### config.mk
export PLATFORM = sky130hd
export DESIGN_NAME = gpio_irq_ctrl
export DESIGN_NICKNAME = d
export VERILOG_FILES = /design/src/rtl/gpio_pkg.sv /design/src/rtl/gpio_debounce.sv /design/src/rtl/gpio_irq_ctrl.sv
export SDC_FILE = /design/constraint.sdc
export NUM_CORES = 1
export LEC_CHECK = 0
export CAP_MARGIN = 20
export CORE_AREA = 2 2 258 260
export DETAILED_ROUTE_END_ITERATION = 7
export DIE_AREA = 0 0 260 262
export SLEW_MARGIN = 20
export SYNTH_ARGS = -nofsm -noshare
export SYNTH_HDL_FRONTEND = slang
export SYNTH_HIERARCHICAL = 1
export SYNTH_SLANG_ARGS = --single-unit
### constraint.sdc
create_clock -name clk -period 4.1 [get_ports clk]
set_input_delay 0.41 -clock clk [delete_from_list [all_inputs] [get_ports clk]]
set_output_delay 0.41 -clock clk [all_outputs]
set_load 0.01 [all_outputs]
### src/rtl/gpio_pkg.sv
// rtl/gpio_pkg.sv - shared register map and debounce state for the GPIO input block
// Purpose: register byte offsets of the input-side register window and the
//          per-bit synchroniser/debounce state record.
// Ports:   none (package)
package gpio_pkg;

  localparam logic [7:0] OFF_LEVEL    = 8'h00;
  localparam logic [7:0] OFF_IRQ_EN   = 8'h04;
  localparam logic [7:0] OFF_RISE_EN  = 8'h08;
  localparam logic [7:0] OFF_FALL_EN  = 8'h0C;
  localparam logic [7:0] OFF_PENDING  = 8'h10;
  localparam logic [7:0] OFF_DB_LIMIT = 8'h14;

  // Per-bit pipeline: two synchroniser stages plus the debounced level.
  typedef struct packed {
    logic s1;
    logic s2;
    logic stable;
  } db_state_t;

  localparam db_state_t DB_STATE_RST = '0;

endpackage

### src/rtl/gpio_debounce.sv
// rtl/gpio_debounce.sv - one-bit synchroniser, debouncer and edge detector
// Purpose: synchronises one asynchronous pad bit, accepts a new level only after
//          it disagrees with the current stable level for limit_i+1 edges, and
//          reports the rise/fall that the next clock edge will commit.
// Ports:
//   clk, rst_n  clock, asynchronous active-low reset
//   pad_i       asynchronous pad level
//   limit_i     debounce limit (0 = bypass)
//   clr_i       restart any in-progress qualification
//   stable_o    debounced level
//   rise_o      stable goes 0->1 on the coming edge
//   fall_o      stable goes 1->0 on the coming edge
module gpio_debounce
  import gpio_pkg::*;
#(
  parameter int CNT_W = 16
) (
  input  logic             clk,
  input  logic             rst_n,
  input  logic             pad_i,
  input  logic [CNT_W-1:0] limit_i,
  input  logic             clr_i,
  output logic             stable_o,
  output logic             rise_o,
  output logic             fall_o
);

  db_state_t        st_q, st_d;
  logic [CNT_W-1:0] cnt_q, cnt_d;

  always_comb begin
    st_d    = st_q;
    cnt_d   = cnt_q;
    st_d.s1 = pad_i;
    st_d.s2 = st_q.s1;
    if (clr_i) begin
      // A limit rewrite restarts qualification; no level is accepted this edge.
      cnt_d = '0;
    end else if (st_q.s2 == st_q.stable) begin
      cnt_d = '0;
    end else if (cnt_q >= limit_i) begin
      // >= also stops a counter that ran past a lowered limit, so it never wraps.
      st_d.stable = st_q.s2;
      cnt_d       = '0;
    end else begin
      cnt_d = cnt_q + CNT_W'(1);
    end
  end

  always_ff @(posedge clk or negedge rst_n) begin
    if (!rst_n) begin
      st_q  <= DB_STATE_RST;
      cnt_q <= '0;
    end else begin
      st_q  <= st_d;
      cnt_q <= cnt_d;
    end
  end

  assign stable_o = st_q.stable;
  assign rise_o   = st_d.stable & ~st_q.stable;
  assign fall_o   = ~st_d.stable & st_q.stable;

endmodule

### src/rtl/gpio_irq_ctrl.sv
// rtl/gpio_irq_ctrl.sv - GPIO input debounce, edge capture and interrupt controller
// Purpose: per-bit synchronise/debounce/edge-detect of gpio_in, W1C pending
//          register, level interrupt, zero-wait-state Wishbone register window.
// Ports:
//   clk, rst_n                  clock, asynchronous active-low reset
//   cyc_i, stb_i, we_i          Wishbone control
//   addr_i, data_i              byte address ([7:0] decoded), write data
//   data_o, ack_o               read data, combinational acknowledge
//   gpio_in                     asynchronous pad levels
//   irq_o                       level interrupt, active high
module gpio_irq_ctrl
  import gpio_pkg::*;
#(
  parameter int WIDTH     = 20,
  parameter int CNT_W     = 16,
  parameter int LIMIT_RST = 0
) (
  input  logic             clk,
  input  logic             rst_n,
  input  logic             cyc_i,
  input  logic             stb_i,
  input  logic             we_i,
  input  logic [31:0]      addr_i,
  input  logic [31:0]      data_i,
  output logic [31:0]      data_o,
  output logic             ack_o,
  input  logic [WIDTH-1:0] gpio_in,
  output logic             irq_o
);

  localparam logic [CNT_W-1:0] LIMIT_RST_V = LIMIT_RST[CNT_W-1:0];

  logic [WIDTH-1:0] irq_en_q, irq_en_d;
  logic [WIDTH-1:0] rise_en_q, rise_en_d;
  logic [WIDTH-1:0] fall_en_q, fall_en_d;
  logic [WIDTH-1:0] pending_q, pending_d;
  logic [CNT_W-1:0] db_limit_q, db_limit_d;
  logic             irq_q, irq_d;

  logic [WIDTH-1:0] level, rise, fall, w1c_mask;
  logic             db_clr, wr_en, rd_en;
  logic [7:0]       off;
  logic [31:0]      rdata;
  logic             unused_bits;

  assign off         = addr_i[7:0];
  assign wr_en       = cyc_i & stb_i & we_i;
  assign rd_en       = cyc_i & stb_i & ~we_i;
  assign ack_o       = cyc_i & stb_i;
  assign unused_bits = ^{addr_i[31:8], data_i};

  gpio_debounce #(.CNT_W(CNT_W)) u_db [WIDTH-1:0] (
    .clk      (clk),
    .rst_n    (rst_n),
    .pad_i    (gpio_in),
    .limit_i  (db_limit_q),
    .clr_i    (db_clr),
    .stable_o (level),
    .rise_o   (rise),
    .fall_o   (fall)
  );

  always_comb begin
    irq_en_d   = irq_en_q;
    rise_en_d  = rise_en_q;
    fall_en_d  = fall_en_q;
    db_limit_d = db_limit_q;
    w1c_mask   = '0;
    db_clr     = 1'b0;
    if (wr_en) begin
      case (off)
        OFF_IRQ_EN:   irq_en_d  = data_i[WIDTH-1:0];
        OFF_RISE_EN:  rise_en_d = data_i[WIDTH-1:0];
        OFF_FALL_EN:  fall_en_d = data_i[WIDTH-1:0];
        OFF_PENDING:  w1c_mask  = data_i[WIDTH-1:0];
        OFF_DB_LIMIT: begin
          db_limit_d = data_i[CNT_W-1:0];
          db_clr     = 1'b1;
        end
        default: ;
      endcase
    end
    // Set terms are OR-ed after the clear so a same-edge event survives its W1C.
    pending_d = (pending_q & ~w1c_mask) | (rise & rise_en_q) | (fall & fall_en_q);
    // Registered so irq_o is a single flop output and follows PENDING on the same edge.
    irq_d     = |(pending_d & irq_en_d);
  end

  always_ff @(posedge clk or negedge rst_n) begin
    if (!rst_n) begin
      irq_en_q   <= '0;
      rise_en_q  <= '0;
      fall_en_q  <= '0;
      pending_q  <= '0;
      db_limit_q <= LIMIT_RST_V;
      irq_q      <= 1'b0;
    end else begin
      irq_en_q   <= irq_en_d;
      rise_en_q  <= rise_en_d;
      fall_en_q  <= fall_en_d;
      pending_q  <= pending_d;
      db_limit_q <= db_limit_d;
      irq_q      <= irq_d;
    end
  end

  always_comb begin
    rdata = '0;
    if (rd_en) begin
      case (off)
        OFF_LEVEL:    rdata[WIDTH-1:0] = level;
        OFF_IRQ_EN:   rdata[WIDTH-1:0] = irq_en_q;
        OFF_RISE_EN:  rdata[WIDTH-1:0] = rise_en_q;
        OFF_FALL_EN:  rdata[WIDTH-1:0] = fall_en_q;
        OFF_PENDING:  rdata[WIDTH-1:0] = pending_q;
        OFF_DB_LIMIT: rdata[CNT_W-1:0] = db_limit_q;
        default: ;
      endcase
    end
  end

  assign data_o = rdata;
  assign irq_o  = irq_q;

endmodule

==> metrics.md, run 1 <==
| Metric | Value |
|---|---|
| DRC Markers | `0` |
| Via/cell ratio | `5.59` |
| IO buf count | `74` |
| CTS sink cnt | `477` |
| Ys flop type | `dfrtp_1` |
| Final Hold Fails | `0` |
| Final Max Slew Viols | `0` |
| Chip width | `260 µm` |
| Die extent in y | `262 µm` |
| Fillers | `5867` |
| Initial antenna violation count | `6` |
| Die area | `68100 µm²` |
| I/O pins | `123` |
| Core Rows | `94` |
| Overall power | `11.0 mW` |
| Clk_skew | `0.0256 ns` |
| Area of the multi-input gates | `16700 µm²` |
| Max-Cap Viols | `0` |
| Area contributors post-synth | `dfrtp_1, ha_1, nor2_1` |
| Share of the synthesized area in the top cell type | `39.3%` |
| Yosys cell types | `54` |
| Synth Register Bits | `477` |
| PD cells | `320 nW/µm²` |
| Setup TNS | `0 ns` |
| Initial Utilization | `46.5%` |
| CP Launch Type | `primary input` |
| Worst-path cell chain | `clkdlybuf4s50_1 > or4_1 > buf_4 > nor3_2 > nand2_1 > buf_4 > nor2_1 > a21oi_1 > a21oi_1 > clkdlybuf4s50_1` |
| Worst vdd ir | `0.324 mV` |
| R2R Setup Slk | `0.55 ns` |
| Most frequent cells in the layout | `dfrtp_1, nor2_1, inv_1` |
| Most common cell after layout, fill and taps aside | `dfrtp_1` |
| Fmax achieved | `267 MHz` |
| Post-route ant nets | `0` |
| DRC violation total after the first TritonRoute iteration | `1548` |
| Slew HR | `39.0%` |
| Root buffer cell | `clkbuf_16` |
| Status | `complete, no violations` |
| Post-route minimum period | `3.74 ns` |
| Largest net degree at the start of global routing | `105` |
| CTS Buf Count | `56` |
| WL final | `80500 µm` |
| Gpl congestion | `0.850` |
| Wire per inst | `19.1 µm` |
| Met3 Wirelength | `4060 µm` |
| CP max stage delay | `0.62 ns` |
| CP required | `3.69 ns` |
| Grt ovf | `0` |
| Clk buf depth | `3` |
| Clock network power share | `44.7%` |
| Int Pwr | `8.19 mW` |
| Final nets | `3722` |
| Floorplan Core Area | `65300 µm²` |
| Final setup fails | `0` |
| Biggest area consumer among synthesized cells | `dfrtp_1` |
| H-tree levels | `2` |
| Mean post-synth cell area | `9.64 µm²` |
| Period utilization | `91.3%` |
| Synth warnings | `6` |
| Crit path capture type | `output pin` |
| GRT Overall Usage | `24.0%` |
| Post-synthesis cell count | `3148` |
| First-pass GRT wire length | `129000 µm` |
| Share of cells above drive strength 1 | `9.85%` |
| Logic gate share of total power | `10.1%` |
| DPL Wire Length | `56900 µm` |
| Max Used Layer | `met5` |
| Net Sw Power | `2.81 mW` |
| CTS clk-pin slew, worst paths | `0.06 ns` |
| Vias in the first global route | `24100` |
| CP max stage cell | `clkdlybuf4s50_1` |
| Lkg Pwr | `15.4 nW` |
| Worst Max-Slew Pin Slew | `0.915 ns` |
| Sequential cell area | `11900 µm²` |
| P&R area growth vs syn | `13.3%` |
| Clock Latency Late Sink | `0.62 ns` |
| Worst hold path class | `primary input to register` |
| Sequential area share after synthesis | `39.3%` |
| Crit path DAT | `3.33 ns` |
| Setup CP Type | `primary input to output pin` |
| TritonRoute pass-1 iters | `7` |
| TritonCTS clock tree | `built` |
| RSZ-0062 raised after global routing | `no` |
| Met2 WL | `38500 µm` |
| Via count | `23500` |
| Post-CTS Setup Inserts | `0` |
| Metal-1 WL | `35600 µm` |
| Crit path max fanout | `17` |
| Number of synthesized flops with an enable pin | `0` |
| Switching power share of the total | `25.6%` |
| Mapped Area | `30300 µm²` |
| Sequential power share | `45.2%` |
| Post-synth ARST share | `100%` |
-- worst max-delay path, delay by kind of cell --
family / cells / cell delay, ns
and+or+nand+nor: 4 / 0.95
AOI/OAI and AO/OA: 2 / 0.41
buffers and inverters: 4 / 1.53
-- final timing paths --
check                                startpoint            endpoint  depth (start not counted)
max in group asynchronous                 rst_n    u_db[0]/cnt_q[0]                          3
worst min register to register  u_db[4]/st_d[1]     u_db[4]/st_q[1]                          0
min in group asynchronous                 rst_n  u_db[18]/cnt_q[12]                          2
worst max-delay path                  addr_i[5]           data_o[8]                         10
worst min-delay path                 gpio_in[6]     u_db[6]/st_d[1]                          1
worst max register to register   db_limit_q[15]               irq_o                         14
-- Yosys cell counts (6+ instances only) --
master / count
mux2_2: 59
nand4_1: 105
nor3_1: 21
mux2_1: 29
mux2i_1: 17
and4_1: 60
nor2_1: 440
a221o_1: 15
buf_2: 6
nand2_1: 199
nor4_1: 21
nand4_2: 20
xnor2_1: 120
nand2b_1: 21
and2_1: 46
a41oi_1: 9
o21a_1: 20
inv_1: 360
xor2_1: 180
dfrtp_1: 477
nand3_1: 101
and3b_1: 40
a31o_2: 20
a2111oi_0: 20
and3_1: 61
or4_4: 21
a21oi_1: 116
or3_1: 20
a222oi_1: 21
buf_4: 34
clkbuf_1: 35
o21ai_1: 20
o21ai_0: 7
ha_1: 340
a22oi_1: 9
a31oi_4: 20
-- flip-flops by register name (all words and copies together), names as in the netlist --
name and count:
db_limit_q 16, u_db/cnt_q 320, u_db/stable_o 20, irq_en_q 20, u_db/st_d 20, irq_o 1
u_db/st_q 20, pending_q 20, rise_en_q 20, fall_en_q 20
-- through the flow --
stage | cell area, µm² | setup WS (ns) | hold slack, ns | util, % | instances
final | 34400 | 0.356 | 0.229 | 52.7 | 4204
after global routing | 34400 | 0.158 | 0.205 | 52.7 | 4204
after CTS | 34400 | 0.346 | 0.193 | 52.7 | 4203
after detailed placement | 32600 | 0.342 | 0.335 | 49.9 | 4098
after global placement | 32600 | 0.364 | 0.335 | 49.9 | 4098
after floorplan | 30400 | 0.420 | 0.114 | - | 3159
-- layout make-up --
cell class,instances,area share [%]
Clock buffer,85,4.92
Tap cell,864,3.14
Inverter,360,3.94
Antenna cell,1,0.00728
Timing Repair Buffer,155,4.44
Sequential cell,477,34.7
Multi-Input combinational cell,2243,48.4
Clock inverter,19,0.397
-- cell families after synthesis --
logic type                 count (synthesis)  share of synthesized area, %
DFF                                      477                          39.3
muxes                                    105                          3.83
buffers and inverters                    439                          5.93
AOI/OAI and AO/OA                        299                          7.74
other                                      1                        0.0124
and+or+nand+nor                         1187                          20.5
adders and majority gates                340                          14.0
xor gates and xnor gates                 300                          8.66
-- layer usage --
layer  vias to the layer above  track usage [%]
met5                         -                0
met4                        10             7.60
met3                       133             3.59
met2                       501             41.1
met1                     11700             31.2
li1                      11100                -
-- power by group through the flow --
stage / registers [mW] / clock network [mW] / logic (mW)
global placement: 5.05 / 0 / 1.08
CTS: 4.97 / 5.05 / 1.12
finish: 4.97 / 4.92 / 1.11
global route: 4.99 / 5.23 / 1.23
detailed placement: 5.05 / 0 / 1.11
floorplan: 5.01 / 0 / 0.749
-- timing repair --
| item | 4_1_cts | 5_1_grt |
|---|---|---|
| hold endpoints to repair | 96 | 0 |
| gates resized for setup | 0 | 0 |
| hold buffers | 1 | 0 |
Power figures use the tool's default switching activity.
==> inputs of run 2 (changes only) <==
Settings changed: CAP_MARGIN 20 to 30.
==> results of run 2 <==
The final DEF is identical to that of run 1; final timing and power are the same.
